===== src/rtl/cv32e40p_wb_arbiter.sv =====
// Register-file write-port arbiter between the in-order EX result and out-of-order APU responses.
// APU results that lose arbitration wait in a small in-order buffer that EX can starve only briefly.
module cv32e40p_wb_arbiter #(
    parameter int DEPTH      = 2,
    parameter int STARVE_MAX = 3
) (
    input  logic                     clk,
    input  logic                     rst,
    input  logic                     ex_we_i,
    input  logic [5:0]               ex_waddr_i,
    input  logic [31:0]              ex_wdata_i,
    output logic                     ex_stall_o,
    input  logic                     apu_rvalid_i,
    input  logic [5:0]               apu_waddr_i,
    input  logic [31:0]              apu_result_i,
    output logic                     apu_ready_o,
    output logic                     rf_we_o,
    output logic [5:0]               rf_waddr_o,
    output logic [31:0]              rf_wdata_o,
    input  logic [5:0]               chk_addr_i,
    output logic                     chk_hit_o,
    output logic [$clog2(DEPTH):0]   buf_count_o,
    output logic                     ovf_o
);

    localparam int PW = $clog2(DEPTH);
    localparam int CW = PW + 1;
    localparam logic [CW-1:0] DEPTH_C      = CW'(DEPTH);
    localparam logic [CW-1:0] DEPTH_M1_C   = CW'(DEPTH - 1);
    localparam logic [3:0]    STARVE_MAX_C = 4'(STARVE_MAX);

    logic [5:0]    addr_mem [DEPTH];
    logic [31:0]   data_mem [DEPTH];

    logic [CW-1:0] count_q, count_d;
    logic [PW-1:0] rd_ptr_q, rd_ptr_d;
    logic [PW-1:0] wr_ptr_q, wr_ptr_d;
    logic [3:0]    starve_q, starve_d;
    logic          ovf_q, ovf_d;

    logic buf_empty;
    logic buf_full;
    logic force_buf;
    logic buf_win;
    logic ex_win;
    logic bypass;
    logic apu_valid_nz;
    logic push;
    logic pop;

    assign buf_empty    = (count_q == '0);
    assign buf_full     = (count_q == DEPTH_C);
    assign force_buf    = !buf_empty && (buf_full || (starve_q == STARVE_MAX_C));
    assign apu_valid_nz = apu_rvalid_i && (apu_waddr_i != 6'd0);

    // Reset masks every grant so nothing reaches the register file while rst is high.
    assign buf_win = !rst && !buf_empty && (force_buf || !ex_we_i);
    assign ex_win  = !rst && ex_we_i && !force_buf;
    assign bypass  = !rst && buf_empty && !ex_we_i && apu_valid_nz;
    assign pop     = buf_win;
    assign push    = !rst && apu_valid_nz && !bypass && !buf_full;

    assign ex_stall_o  = !rst && ex_we_i && !ex_win;
    assign apu_ready_o = !rst && ((count_q < DEPTH_M1_C) || ((count_q == DEPTH_M1_C) && pop));
    assign buf_count_o = count_q;
    assign ovf_o       = ovf_q;

    always_comb begin
        rf_we_o    = 1'b0;
        rf_waddr_o = 6'd0;
        rf_wdata_o = 32'd0;
        if (buf_win) begin
            rf_we_o    = 1'b1;
            rf_waddr_o = addr_mem[rd_ptr_q];
            rf_wdata_o = data_mem[rd_ptr_q];
        end else if (ex_win) begin
            rf_we_o    = 1'b1;
            rf_waddr_o = ex_waddr_i;
            rf_wdata_o = ex_wdata_i;
        end else if (bypass) begin
            rf_we_o    = 1'b1;
            rf_waddr_o = apu_waddr_i;
            rf_wdata_o = apu_result_i;
        end
    end

    always_comb begin
        count_d  = count_q + CW'(push) - CW'(pop);
        rd_ptr_d = rd_ptr_q + PW'(pop);
        wr_ptr_d = wr_ptr_q + PW'(push);
        ovf_d    = ovf_q || (apu_rvalid_i && buf_full);
        starve_d = starve_q;
        if (buf_empty || buf_win) begin
            starve_d = 4'd0;
        end else if (ex_win && (starve_q < STARVE_MAX_C)) begin
            starve_d = starve_q + 4'd1;
        end
    end

    always_ff @(posedge clk) begin
        if (rst) begin
            count_q  <= '0;
            rd_ptr_q <= '0;
            wr_ptr_q <= '0;
            starve_q <= 4'd0;
            ovf_q    <= 1'b0;
        end else begin
            count_q  <= count_d;
            rd_ptr_q <= rd_ptr_d;
            wr_ptr_q <= wr_ptr_d;
            starve_q <= starve_d;
            ovf_q    <= ovf_d;
        end
    end

    // Payload storage is never reset; validity comes from the occupancy count.
    always_ff @(posedge clk) begin
        if (push) begin
            addr_mem[wr_ptr_q] <= apu_waddr_i;
            data_mem[wr_ptr_q] <= apu_result_i;
        end
    end

    logic [DEPTH-1:0] entry_hit;

    for (genvar gi = 0; gi < DEPTH; gi++) begin : g_chk
        logic [PW-1:0] offset;
        assign offset        = PW'(gi) - rd_ptr_q;
        assign entry_hit[gi] = ({1'b0, offset} < count_q) && (addr_mem[gi] == chk_addr_i);
    end

    assign chk_hit_o = (chk_addr_i != 6'd0) &&
                       ((|entry_hit) || (apu_rvalid_i && (apu_waddr_i == chk_addr_i)));

endmodule

===== config.mk =====
export PLATFORM = sky130hd
export DESIGN_NAME = cv32e40p_wb_arbiter
export DESIGN_NICKNAME = d
export VERILOG_FILES = /design/src/rtl/cv32e40p_wb_arbiter.sv
export SDC_FILE = /design/constraint.sdc
export NUM_CORES = 1
export LEC_CHECK = 0
export ABC_AREA = 1
export CORE_ASPECT_RATIO = 0.6
export CORE_MARGIN = 8
export CORE_UTILIZATION = 32
export DETAILED_ROUTE_END_ITERATION = 10
export SETUP_SLACK_MARGIN = 0.2
export SLEW_MARGIN = 20
export SYNTH_ARGS = -nofsm -noshare
export SYNTH_HDL_FRONTEND = slang
export SYNTH_SLANG_ARGS = --single-unit
export TNS_END_PERCENT = 1

===== constraint.sdc =====
create_clock -name clk -period 3.35 [get_ports clk]
set_input_delay 0.8375 -clock clk [delete_from_list [all_inputs] [get_ports clk]]
set_output_delay 0.8375 -clock clk [all_outputs]
set_load 0.02 [all_outputs]

==> results of run 1 <==
cell families after synthesis:
group                      count (synthesis)  synth area share, %
xor gates and xnor gates                   8                 1.60
adders and majority gates                  5                 1.43
DFF                                       85                 56.4
AOI/OAI and AO/OA                         12                 1.38
buffers and inverters                     64                 6.33
and+or+nand+nor                          348                 32.9
Yosys cell counts, types with 2 or more instances:
master and n:
inv_2 3, nor2_1 28, buf_6 2, dfxtp_1 9, nand2_1 231, ha_1 5
nand3_1 80, edfxtp_1 76, xnor2_1 6, o21ai_0 9, buf_4 3, nor3_1 3
xor2_1 2, buf_2 8, inv_1 36, clkbuf_1 12, a21oi_1 3
layer usage:
layer	vias up	part of all wire (%)
met5	-	0
met4	0	1.0
met3	13	8.5
met2	134	44
met1	1792	47
li1	2004	-
area by class of cell:
class                           count  share of cell area, %
Timing Repair Buffer              162                   24.0
Multi-Input combinational cell    373                   26.0
Sequential cell                    85                   39.1
Clock inverter                      7                   1.55
Clock buffer                        9                   3.57
Tap cell                          175                   3.47
Inverter                           39                   2.32
per-stage QoR:
step                      instance area, um2  hold WS (ns)  worst slack [ns]  setup TNS [ns]
after floorplan                         4370         0.408             0.628               0
after global placement                  6090         0.415            -0.275           -9.31
after detailed placement                6090         0.423            -0.308          -10.35
after CTS                               6430         0.432            0.0292               0
after global routing                    6300         0.457           0.00790               0
final                                   6300         0.430             0.104               0
power groups by stage:
stage / logic, mW / registers [mW] / clock network, mW
floorplan: 0.997 / 1.34 / 0
global placement: 1.81 / 1.34 / 0
detailed placement: 1.84 / 1.35 / 0
CTS: 1.78 / 1.32 / 1.09
global route: 1.89 / 1.34 / 1.12
finish: 1.70 / 1.32 / 1.06
flip-flops by register name (all words and copies together) (netlist names):
register and cells:
addr_mem 12, rd_ptr_q 1, ovf_o 1, wr_ptr_q 1, buf_count_o 2, data_mem 64, starve_q 4
path summary, 6_finish.rpt:
kind                                 start                         to  cells after the start
setup reg to reg  starve_q[0]$_SDFFE_PP0P_  buf_count_o[1]$_SDFF_PP0_                     14
hold reg to reg   starve_q[3]$_SDFFE_PP0P_   starve_q[3]$_SDFFE_PP0P_                      2
setup / recovery            apu_waddr_i[5]             rf_wdata_o[20]                     10
hold / removal    starve_q[3]$_SDFFE_PP0P_   starve_q[3]$_SDFFE_PP0P_                      2
repair_timing:
item | CTS | global route
hold buffers | 0 | 0
buffers inserted | 0 | 1
endpoints found under the setup margin | 41 | 42
resized for setup | 102 | 53
gates cloned | 0 | 2
pin swaps | 0 | 1
hold endpoints to repair | 0 | 0
worst max-delay path: cells and delay by family:
| kind | cells | cell delay (ns) |
|---|---|---|
| simple gates | 5 | 0.48 |
| buf+inv | 5 | 1.08 |
==> run summary, run 1 <==
Worst R2R Setup Slack: 1.15 ns
Share of the synthesized area in the top cell type: 52.3%
Crit path DAT: 2.41 ns
Hold WC Path Type: flop to flop
Clock Sinks: 85
Routed vias: 3943
Number of fill cells: 1301
Power share of the sequential group: 32.4%
Period minus WS final: 3.25 ns
Cells after synthesis: 522
CP Max Fanout: 10
Sequential share of the synthesized area: 56.4%
GR Util met3: 5.18%
Total Power: 4.09 mW
VDD IR max: 281 uV
Slew of the pin with the lowest slew margin: 0.378 ns
Rows: 33
Pin count of the biggest net entering global routing: 39
Post-route ant nets: 0
Worst Setup End Kind: output pin
Post-Syn Area per Cell: 8.37 um2
Post-synthesis net count: 613
Die Width: 167 um
Layer with the highest usage: met2
Grt ovf: 0
Gpl congestion: 0.847
N_diodes: 0
EDFF count, synth: 76
Initial antenna violation count: 0
Number of port buffers: 130
Commonest non-fill, non-tap cell in the layout: nand2_1
Pwr/cell area: 648 nW/um2
CP dominant cell by count: nand2_1
MaxCap Viol Count: 0
Net Sw Power: 1.55 mW
Comb pwr share: 41.6%
Wirelength per Cell: 15.8 um
Kind of critical path: input pin to output pin
Boundary pin count: 131
Fin. Hold Viols: 0
DRT iter0 DRCs: 214
CTS tree: done
Yosys reg bits: 85
Main synth FF type: edfxtp_1
Outcome: finished clean
Total Nets Final: 761
Clk pin slew, worst setup/hold paths: 0.06 ns
Met1 Track Usage GR: 19.3%
Critical Path RT: 2.51 ns
Max incr delay on CP: 0.53 ns
Clock buffer depth: 2
Register area: 2460 um2
Post-DP HPWL: 9.65 mm
Setup Skew: 0.00403 ns
Final core occ: 46.7%
Top cells by area, synth: edfxtp_1 (52%), nand2_1 (20%), nand3_1 (9.2%)
Fmax: 0.308 GHz
Finished Layout Cells: 850
Drt drc: 0
Cell Chain, Critical Path: clkdlybuf4s50_1 > inv_1 > nand4_1 > nand2_1 > nor2_4 > buf_12 > clkbuf_16 > nand2_1 > nand3_1 > buf_2
Max-slew headroom: 74.6%
First-pass GRT wire length: 21.2 mm
H-tree depth: 3
Netlist cell types: 23
Power Internal: 2.54 mW
Dominant cell type by area after synthesis: edfxtp_1
Max Slew Vio Count: 0
GRT Resource Usage Total: 15.0%
Root Buffer: clkbuf_16
Critical-path top delay cell: clkdlybuf4s50_1
Die Y: 106 um
Layout area overhead: 44.3%
Clock Power Share: 26.0%
Period Utilization, post-route: 96.9%
Synthesized cell area: 4370 um2
Post-synth ARST share: 0%
Setup crit start kind: input pin
Pre-antenna DRT Iters: 4
Area of the multi-input gates: 1640 um2
Layout cells sized above 1: 14.1%
DP Cell Count: 831
Most frequent cells in the layout: nand2_1 (231), clkdlybuf4s50_1 (86), nand3_1 (80)
Switch share: 37.8%
Die area: 17800 um2
WL final: 13.4 mm
Yosys warns: 0
RSZ-0062 raised after global routing: true
Latest clock arrival within the worst-skew pair: 0.34 ns
Static leakage: 2.74 nW
Via density: 4.64
# setup viols final: 0
Met2 Usage GRT: 23.8%
Total CTS buffers: 9
Vias in the first global route: 4139
Initial Util: 32.3%
Core region area: 13500 um2
(Power assumes the default switching activity.)
==> run 2, diff against run 1 <==
RECOVER_POWER = 50   (was default)
==> run summary, run 2 (synthesized netlist as in run 1, its figures left out) <==
Outcome: finished clean
Period minus WS final: 3.25 ns
Switch share: 38.0%
Worst Path Buf+Inv: 5
Power share of the sequential group: 32.6%
Kind of critical path: input pin to output pin
Total Power: 4.06 mW
Biggest regs: data_mem: 64 flops, addr_mem: 12 flops, starve_q: 4 flops
Fmax: 0.308 GHz
Register area: 2460 um2
Crit path DAT: 2.41 ns
Vias in the first global route: 4139
Latest clock arrival within the worst-skew pair: 0.34 ns
Total Nets Final: 761
Setup Skew: 0.00405 ns
Finished Layout Cells: 850
Worst r2r src: buf_count_o[1]$_SDFF_PP0_
Static leakage: 2.74 nW
Power Internal: 2.52 mW
FF-to-FF path depth: 8
Wirelength per Cell: 15.8 um
Fin. Hold Viols: 0
H-tree depth: 3
WP depth: 10
Layout cells sized above 1: 13.3%
Largest register FFs: 64
Clock Power Share: 26.2%
DR top layer: met5
R2r endpoint: data_mem[1][27]$_DFFE_PP_
Worst R2R Setup Slack: 0.87 ns
Max Slew Vio Count: 0
WL final: 13.4 mm
Most frequent cells in the layout: nand2_1 (231), nand3_1 (80), edfxtp_1 (76)
Die Y: 106 um
Post-DP HPWL: 9.65 mm
Cell Chain, Critical Path: clkdlybuf4s50_1 > inv_1 > nand4_1 > nand2_1 > nor2_4 > buf_12 > clkbuf_16 > nand2_1 > nand3_1 > buf_2
CP Max Fanout: 10
Number of port buffers: 130
Worst Setup End Kind: output pin
Hold_buf cts: 0
Hold_sp: starve_q[3]$_SDFFE_PP0P_
DRT iter0 DRCs: 210
Boundary pin count: 131
Comb pwr share: 41.2%
Via density: 4.66
VDD IR max: 281 uV
Initial Util: 32.3%
N_diodes: 0
Setup crit start kind: input pin
Routed wl met2: 5.81 mm
WL met3: 1.08 mm
Family with the most delay on the worst path: buffers and inverters
Commonest non-fill, non-tap cell in the layout: nand2_1
CP dominant cell by count: nand2_1
Layout area overhead: 43.2%
M1 WL: 6.37 mm
Clk pin slew, worst setup/hold paths: 0.06 ns
CTS tree: done
Initial antenna violation count: 2
Hold path depth: 2
Worst Hold End: starve_q[3]$_SDFFE_PP0P_
DP Cell Count: 831
RSZ-0062 raised after global routing: true
First-pass GRT wire length: 21.2 mm
Period Utilization, post-route: 97.0%
Clock buffer depth: 2
Rows: 33
Core region area: 13500 um2
# setup viols final: 0
Pre-antenna DRT Iters: 4
Gpl congestion: 0.847
Die area: 17800 um2
Grt ovf: 0
Max-slew headroom: 27.8%
Pwr/cell area: 649 nW/um2
Final worst slack: 0.100 ns
Max incr delay on CP: 0.53 ns
Slew of the pin with the lowest slew margin: 1.08 ns
Post-route ant nets: 0
Pre-CTS setup slack: -0.308 ns
Drt drc: 0
Routed vias: 3965
Area of the multi-input gates: 1640 um2
Critical-path top delay cell: clkdlybuf4s50_1
Most flop-heavy register: data_mem
Pin count of the biggest net entering global routing: 39
GRT Resource Usage Total: 15.0%
Hold WC Path Type: flop to flop
Clock Sinks: 85
Total CTS buffers: 9
Net Sw Power: 1.54 mW
MaxCap Viol Count: 0
Die Width: 167 um
Root Buffer: clkbuf_16
Number of fill cells: 1307
Critical Path RT: 2.51 ns
run 2: changes by cell type in the layout (fill, tap and decap cells not counted), sizes merged:
cell / delta
clkdlybuf4s50: -36
buf: -6
clkbuf: +6
dlygate4sd3: +36
run 2: worst max path at each step:
stage                    from        endpoint  slack (ns)
6_report       apu_waddr_i[5]  rf_wdata_o[20]        0.10
5_1_grt        apu_waddr_i[5]   rf_wdata_o[7]        0.01
4_1_cts        apu_waddr_i[5]   rf_wdata_o[2]        0.03
3_5_place_dp   apu_waddr_i[5]   rf_wdata_o[2]       -0.31
3_3_place_gp          ex_we_i  rf_wdata_o[10]       -0.27
2_1_floorplan             rst   rf_wdata_o[0]        0.63
run 2: worst reg2reg max path, delay by kind of cell, from the launching register on:
kind	cells	cell delay [ns]
adder cells (fa/ha/maj)	1	0.16
flip-flops	1	0.47
buffers and inverters	3	1.00
AND/OR/NAND/NOR	4	0.45
run 2: power by group through the flow:
stage                     logic (mW)  clock network [mW]  registers [mW]
after floorplan                0.997                   0            1.34
after global placement          1.81                   0            1.34
after detailed placement        1.84                   0            1.35
after CTS                       1.78                1.09            1.32
after global routing            1.87                1.12            1.34
final                           1.67                1.06            1.32
run 2: per-stage QoR:
stage | hold slack [ns] | cell area (um2) | TNS [ns] | utilization [%]
detailed placement | 0.423 | 6090 | -10.35 | 45.1
global route | 0.457 | 6250 | 0 | 46.3
finish | 0.430 | 6250 | 0 | 46.3
CTS | 0.432 | 6430 | 0 | 47.6
floorplan | 0.408 | 4370 | 0 | -
global placement | 0.415 | 6090 | -9.31 | 45.1
run 2: area by class of cell:
cell class / count / share of cell area [%]
clock inverters: 7 / 1.56
multi-input cells: 373 / 26.1
well taps: 175 / 3.50
clock buffers: 9 / 3.60
repair buffers: 162 / 23.5
inverters: 39 / 2.34
flip-flops and latches: 85 / 39.4
run 2: per-layer routing:
metal | up-vias | GRT usage, %
met1 | 1797 | 19.3
met3 | 17 | 5.18
met5 | - | 0
li1 | 2003 | -
met4 | 4 | 3.84
met2 | 144 | 23.8
run 2: what timing repair did:
item | in CTS | in global routing
gates cloned | 0 | 2
hold endpoints to repair | 0 | 0
pin swaps | 0 | 1
gates resized for setup | 102 | 53
setup endpoints to repair | 41 | 42
setup buffers | 0 | 1
